[src/rtl/pipeline_pkg.sv]
// Shared encodings for the pipeline hazard logic: write-back select, forwarding selects, divider states.
// Latency: n/a (types, constants and one combinational helper only).
// Backpressure: n/a.
package pipeline_pkg;

    localparam logic [1:0] WB_MEM = 2'b01;

    localparam logic [1:0] FWD_RF = 2'b00;
    localparam logic [1:0] FWD_W  = 2'b01;
    localparam logic [1:0] FWD_M  = 2'b10;

    typedef enum logic [1:0] {
        IDLE = 2'd0,
        BUSY = 2'd1,
        DONE = 2'd2
    } div_state_t;

    // Operand source for one execute-stage register read; the younger producer (M) wins over W.
    // Register x0 is never forwarded because it always reads as zero.
    function automatic logic [1:0] fwdSel(
        input logic [4:0] rsAddr,
        input logic [4:0] rdAddrM,
        input logic       rdWrenM,
        input logic [4:0] rdAddrW,
        input logic       rdWrenW
    );
        if (rdWrenM && (rdAddrM != 5'd0) && (rdAddrM == rsAddr)) begin
            return FWD_M;
        end else if (rdWrenW && (rdAddrW != 5'd0) && (rdAddrW == rsAddr)) begin
            return FWD_W;
        end else begin
            return FWD_RF;
        end
    endfunction

endpackage

[src/rtl/div_seq_fsm.sv]
// Sequencer for the iterative divider: start pulse, busy count-down, one-cycle done.
// Latency: start and stall are combinational in the issue cycle; done arrives DIV_CYCLES+1 cycles after start.
// Backpressure: div_stall holds the front of the pipeline for the whole start+busy window.
module div_seq_fsm
    import pipeline_pkg::*;
#(
    parameter int DIV_CYCLES = 32
) (
    input  logic clk,
    input  logic sclr,
    input  logic is_divE,
    output logic div_startE,
    output logic div_doneE,
    output logic div_busy,
    output logic div_stall
);

    localparam int CNT_W = $clog2(DIV_CYCLES + 1);

    div_state_t       state;
    logic [CNT_W-1:0] divCnt;

    // State and count-down register; the first BUSY cycle already holds DIV_CYCLES-1, so BUSY lasts DIV_CYCLES cycles.
    always_ff @(posedge clk) begin
        if (sclr) begin
            state  <= IDLE;
            divCnt <= '0;
        end else begin
            case (state)
                IDLE: begin
                    if (is_divE) begin
                        state  <= BUSY;
                        divCnt <= CNT_W'(DIV_CYCLES - 1);
                    end
                end
                BUSY: begin
                    if (divCnt == '0) begin
                        state <= DONE;
                    end else begin
                        divCnt <= divCnt - 1'b1;
                    end
                end
                // is_divE is deliberately ignored here: the finishing divide is still in execute.
                DONE: begin
                    state <= IDLE;
                end
                default: begin
                    state  <= IDLE;
                    divCnt <= '0;
                end
            endcase
        end
    end

    // Start and stall are decoded from the current state plus is_divE so the issue cycle stalls with zero latency.
    always_comb begin
        div_startE = (state == IDLE) && is_divE;
        div_doneE  = (state == DONE);
        div_busy   = (state != IDLE);
        div_stall  = div_startE || (state == BUSY);
    end

endmodule

[src/rtl/hazard_ctrl.sv]
// Hazard control for the five-stage core: forwarding selects, load-use stall, branch flush, divider hold.
// Latency: all stall/flush/forward outputs are combinational; only the divider sequencing is registered.
// Backpressure: a divide outranks a taken branch, which outranks a load-use stall.
module hazard_ctrl
    import pipeline_pkg::*;
#(
    parameter int DIV_CYCLES = 32
) (
    input  logic       clk,
    input  logic       sclr,
    input  logic [4:0] rs1_addrD,
    input  logic [4:0] rs2_addrD,
    input  logic [4:0] rs1_addrE,
    input  logic [4:0] rs2_addrE,
    input  logic [4:0] rd_addrE,
    input  logic       rd_wrenE,
    input  logic [1:0] wb_selE,
    input  logic       is_divE,
    input  logic       br_takenE,
    input  logic [4:0] rd_addrM,
    input  logic [4:0] rd_addrW,
    input  logic       rd_wrenM,
    input  logic       rd_wrenW,
    output logic       stallF,
    output logic       stallD,
    output logic       stallE,
    output logic       flushD,
    output logic       flushE,
    output logic       flushM,
    output logic [1:0] fwd_aE,
    output logic [1:0] fwd_bE,
    output logic       div_startE,
    output logic       div_doneE,
    output logic       div_busy
);

    logic loadUse;
    logic divStall;

    div_seq_fsm #(
        .DIV_CYCLES (DIV_CYCLES)
    ) uDivSeq (
        .clk        (clk),
        .sclr       (sclr),
        .is_divE    (is_divE),
        .div_startE (div_startE),
        .div_doneE  (div_doneE),
        .div_busy   (div_busy),
        .div_stall  (divStall)
    );

    // Operand forwarding and load-use detection against the instruction waiting in decode.
    always_comb begin
        fwd_aE  = fwdSel(rs1_addrE, rd_addrM, rd_wrenM, rd_addrW, rd_wrenW);
        fwd_bE  = fwdSel(rs2_addrE, rd_addrM, rd_wrenM, rd_addrW, rd_wrenW);
        loadUse = (wb_selE == WB_MEM) && rd_wrenE && (rd_addrE != 5'd0) &&
                  ((rd_addrE == rs1_addrD) || (rd_addrE == rs2_addrD));
    end

    // Priority mux: a divide freezes F/D/E and bubbles M; a taken branch squashes D and E;
    // a load-use stalls F/D and inserts a bubble into E.
    always_comb begin
        stallF = 1'b0;
        stallD = 1'b0;
        stallE = 1'b0;
        flushD = 1'b0;
        flushE = 1'b0;
        flushM = 1'b0;
        if (divStall) begin
            stallF = 1'b1;
            stallD = 1'b1;
            stallE = 1'b1;
            flushM = 1'b1;
        end else if (br_takenE) begin
            flushD = 1'b1;
            flushE = 1'b1;
        end else if (loadUse) begin
            stallF = 1'b1;
            stallD = 1'b1;
            flushE = 1'b1;
        end
    end

endmodule

[config.mk]
export PLATFORM = sky130hd
export DESIGN_NAME = hazard_ctrl
export DESIGN_NICKNAME = d
export VERILOG_FILES = /design/src/rtl/pipeline_pkg.sv /design/src/rtl/div_seq_fsm.sv /design/src/rtl/hazard_ctrl.sv
export SDC_FILE = /design/constraint.sdc
export NUM_CORES = 1
export LEC_CHECK = 0
export CAP_MARGIN = 30
export CELL_PAD_IN_SITES_DETAIL_PLACEMENT = 1
export CELL_PAD_IN_SITES_GLOBAL_PLACEMENT = 2
export CORE_ASPECT_RATIO = 1.2
export CORE_MARGIN = 8
export CORE_UTILIZATION = 17
export CTS_CLUSTER_SIZE = 30
export DETAILED_ROUTE_END_ITERATION = 7
export PLACE_DENSITY_LB_ADDON = 0.1
export SLEW_MARGIN = 10
export SYNTH_ARGS = -nofsm -noshare
export SYNTH_HDL_FRONTEND = slang
export SYNTH_SLANG_ARGS = --single-unit
[constraint.sdc]
create_clock -name clk -period 2.5 [get_ports clk]
set_input_delay 0.75 -clock clk [delete_from_list [all_inputs] [get_ports clk]]
set_output_delay 0.75 -clock clk [all_outputs]
set_load 0.02 [all_outputs]
==> impl_results.md, run 1 <==
- Drt drc: 0
- Mapped Cells: between 100 and 150
- Crit path DAT: about 2.0 ns
- Peak supply drop: 90.7 uV
- GR Overflow Total: 0
- DIE HEIGHT: 95.6 um
- Vias in the first global route: 1,356
- Placed cells: 250
- Worst slew pin tran: 0.459 ns
- Drt total wl: ~3.8 mm
- Layout cells sized above 1: 50.8%
- Hold Path Class: register to register
- Worst Skew: 0.000513 ns
- Netlist cell types: 35
- Initial Util: between 15 and 20%
- Final period util: 111%
- Static Leak: 0.829 nW
- Area Growth Syn to Fin: 108%
- Worst-path clk slew: 0.04 ns
- Crit path kind: input pin to output pin
- CP dominant cell by count: or4_4
- Violations in the final reports: setup timing
- Root cell of the clock tree: clkbuf_8
- Core area: 5190 um^2
- CTS max path bufs: 2
- Post-synth EDFFs: 0
- Routed Antenna Nets: 0
- Crit-path cells: buf_6, or4_4, o21ai_4, or4_4, nor4_4, buf_4
- H-Tree Depth: 1
- Setup violations, final: 7
- # IOs: 57
- Total power: 0.000698 W
- Synthesized area: 897 um^2
- FP Rows: 29
- Detailed Routing Iterations Pass 1: 4
- Main area contributors after synthesis: xor2_1 23%, dfxtp_1 18%, xnor2_1 5.9%, or4_1 5.0%, nor2_1 3.8%
- Type of origin of the critical path: input pin
- Max_slew headroom: 69.3%
- Total CTS buffers: 3
- Largest net degree at the start of global routing: 12
- Max-Cap Viols: 0
- Crit. End Element: output pin
- Final hold viol count: 0
- DP Area: 1780 um^2
- Layout Nets: between 200 and 250
- Fmax: 359 MHz
- Critical path's largest stage delay: 0.55 ns
- Hold-fix buffers, CTS: 0
- Die area: approximately 7900 um^2
- CP max-delay cell: or4_4
- Syn_nets: 157
- Die Width: 82.3 um
- Synth top area share: 23.4%
- WL per Instance: 15.0 um
- Clock period minus worst slack: 2.78 ns
- Dominant cell type by area after synthesis: xor2_1
- DR vias: 1,125
- RePlAce Congestion: around 0.75
- CTS sink cnt: 8
- ANT cells: 0
- Top_reg_cell synth: dfxtp_1
- Commonest non-fill, non-tap cell in the layout: buf_4
- Initial antenna violation count: 0
- Number of port buffers: 56
- Clk_lat worst skew: 0.23 ns
- YS warnings: 0
- Finished Cell Area: roughly 1900 um^2
- TritonCTS clock tree: done
- Final Max Tran Viols: 0
- Outcome: finished, violations left
- Non-Filler Instances: ~260
- Ys async rst share: 0%
- First-pass GRT wire length: 6.23 mm
- Sequential share of the synthesized area: 17.9%
- RSZ-0062 raised after global routing: true
- Critical Path RT: 1.75 ns
- Total GRT Usage: under 10%
- Final worst setup slack: -0.284 ns
- Number of synthesized register bits: 8
- DRT iter0 DRCs: 22
- Most frequent cells in the layout: 26 x buf_4, 24 x xor2_1, 16 x buf_6, 15 x buf_2
- Synth Area per Inst: 8.01 um^2
- Worst-path maximum fanout: 3
- Pwr/cell area: 375 nW/um^2
- Via/cell ratio: 4.38
- Fillcell total: approximately 600
- Hpwl dp: 3.23 mm
==> state kept, by name, summed over array words and instances, names as in the netlist <==
register and count:
uDivSeq.divCnt 6, uDivSeq.state 2
==> metrics by stage <==
stage / TNS [ns] / worst slack [ns] / utilization (%) / hold slack, ns
6_report: -1.13 / -0.284 / 35.9 / 0.550
5_1_grt: -1.28 / -0.318 / 35.9 / 0.574
4_1_cts: -1.54 / -0.427 / 35.6 / 0.539
3_5_place_dp: -8.94 / -1.12 / 34.3 / 0.532
3_3_place_gp: -8.94 / -1.12 / 34.3 / 0.515
2_1_floorplan: -0.229 / -0.0928 / - / 0.484
==> synthesized netlist by cell type (2+ instances only) <==
cell type,instances
a21oi_1,4
a22oi_1,3
buf_4,2
dfxtp_1,8
inv_1,6
nand2_1,7
nand3_1,2
nor2_1,9
nor2b_1,3
nor3_1,2
nor4_1,2
nor4_2,2
o21ai_0,2
o21ai_1,4
o31ai_1,3
or4_1,6
xnor2_1,6
xor2_1,24
==> repair_timing <==
item | CTS | global route
gates resized for setup | 164 | 43
pin swaps | 31 | 18
buffers inserted | 3 | 2
gates cloned | 0 | 0
setup endpoints to repair | 11 | 9
==> cells by family after synthesis <==
kind of cell | after synthesis | share of synthesized area [%]
compound gates | 23 | 18.0
buf+inv | 10 | 5.16
xor+xnor | 30 | 29.3
fa+ha+maj | 1 | 1.39
flops | 8 | 17.9
simple gates | 40 | 28.3
==> layer usage <==
layer / wire length, um / up-vias / track usage (%)
li1: - / 563 / -
met2: 2000 / 38 / 17.1
met4: 28 / 0 / 3.52
met1: 1560 / 520 / 11.2
met5: 0 / - / 0
met3: 253 / 4 / 2.45
==> where the power goes <==
| group | switching, W | internal (W) |
|---|---|---|
| sequential | 0.0000187 | 0.000145 |
| clock | 0.0000587 | 0.000105 |
| combinational | 0.000177 | 0.000193 |
| total | 0.000255 | 0.000443 |
==> critical path, delay by kind of cell <==
kind / cells / cell delay (ns)
buffers and inverters: 2 / 0.26
and+or+nand+nor: 3 / 0.96
AOI/OAI and AO/OA: 1 / 0.06
==> layout make-up <==
cell class	instances	area [um^2]	area share (%)
Tap cell	62	77.6	4.16
Sequential cell	8	160	8.60
Clock buffer	3	41.3	2.22
Timing Repair Buffer	84	684	36.7
Multi-Input combinational cell	94	877	47.1
Inverter	6	22.5	1.21
==> final timing paths <==
| kind | startpoint | end | slack [ns] | cells after the start |
|---|---|---|---|---|
| worst max-delay path | rd_addrW[1] | fwd_aE[0] | -0.28 | 6 |
| worst min-delay path | uDivSeq.divCnt[5]$_SDFFE_PP0P_ | uDivSeq.state[0]$_SDFFE_PP0P_ | 0.55 | 2 |
| worst max register to register | uDivSeq.divCnt[0]$_SDFFE_PP0P_ | uDivSeq.divCnt[5]$_SDFFE_PP0P_ | 0.70 | 6 |
| worst min register to register | uDivSeq.divCnt[5]$_SDFFE_PP0P_ | uDivSeq.state[0]$_SDFFE_PP0P_ | 0.55 | 2 |
Power figures use the tool's default switching activity.
==> inputs of run 2 (changes only) <==
--- a/config.mk
+++ b/config.mk
@@ -11,8 +11,10 @@
 export CORE_ASPECT_RATIO = 1.2
 export CORE_MARGIN = 8
 export CORE_UTILIZATION = 17
+export CTS_BUF_LIST = sky130_fd_sc_hd__clkbuf_8
 export CTS_CLUSTER_SIZE = 30
 export DETAILED_ROUTE_END_ITERATION = 7
+export GPL_ROUTABILITY_DRIVEN = 0
 export PLACE_DENSITY_LB_ADDON = 0.1
 export SLEW_MARGIN = 10
 export SYNTH_ARGS = -nofsm -noshare
==> results of run 2 <==
Same layout as run 1: the final DEF is identical, and so are final timing and power.
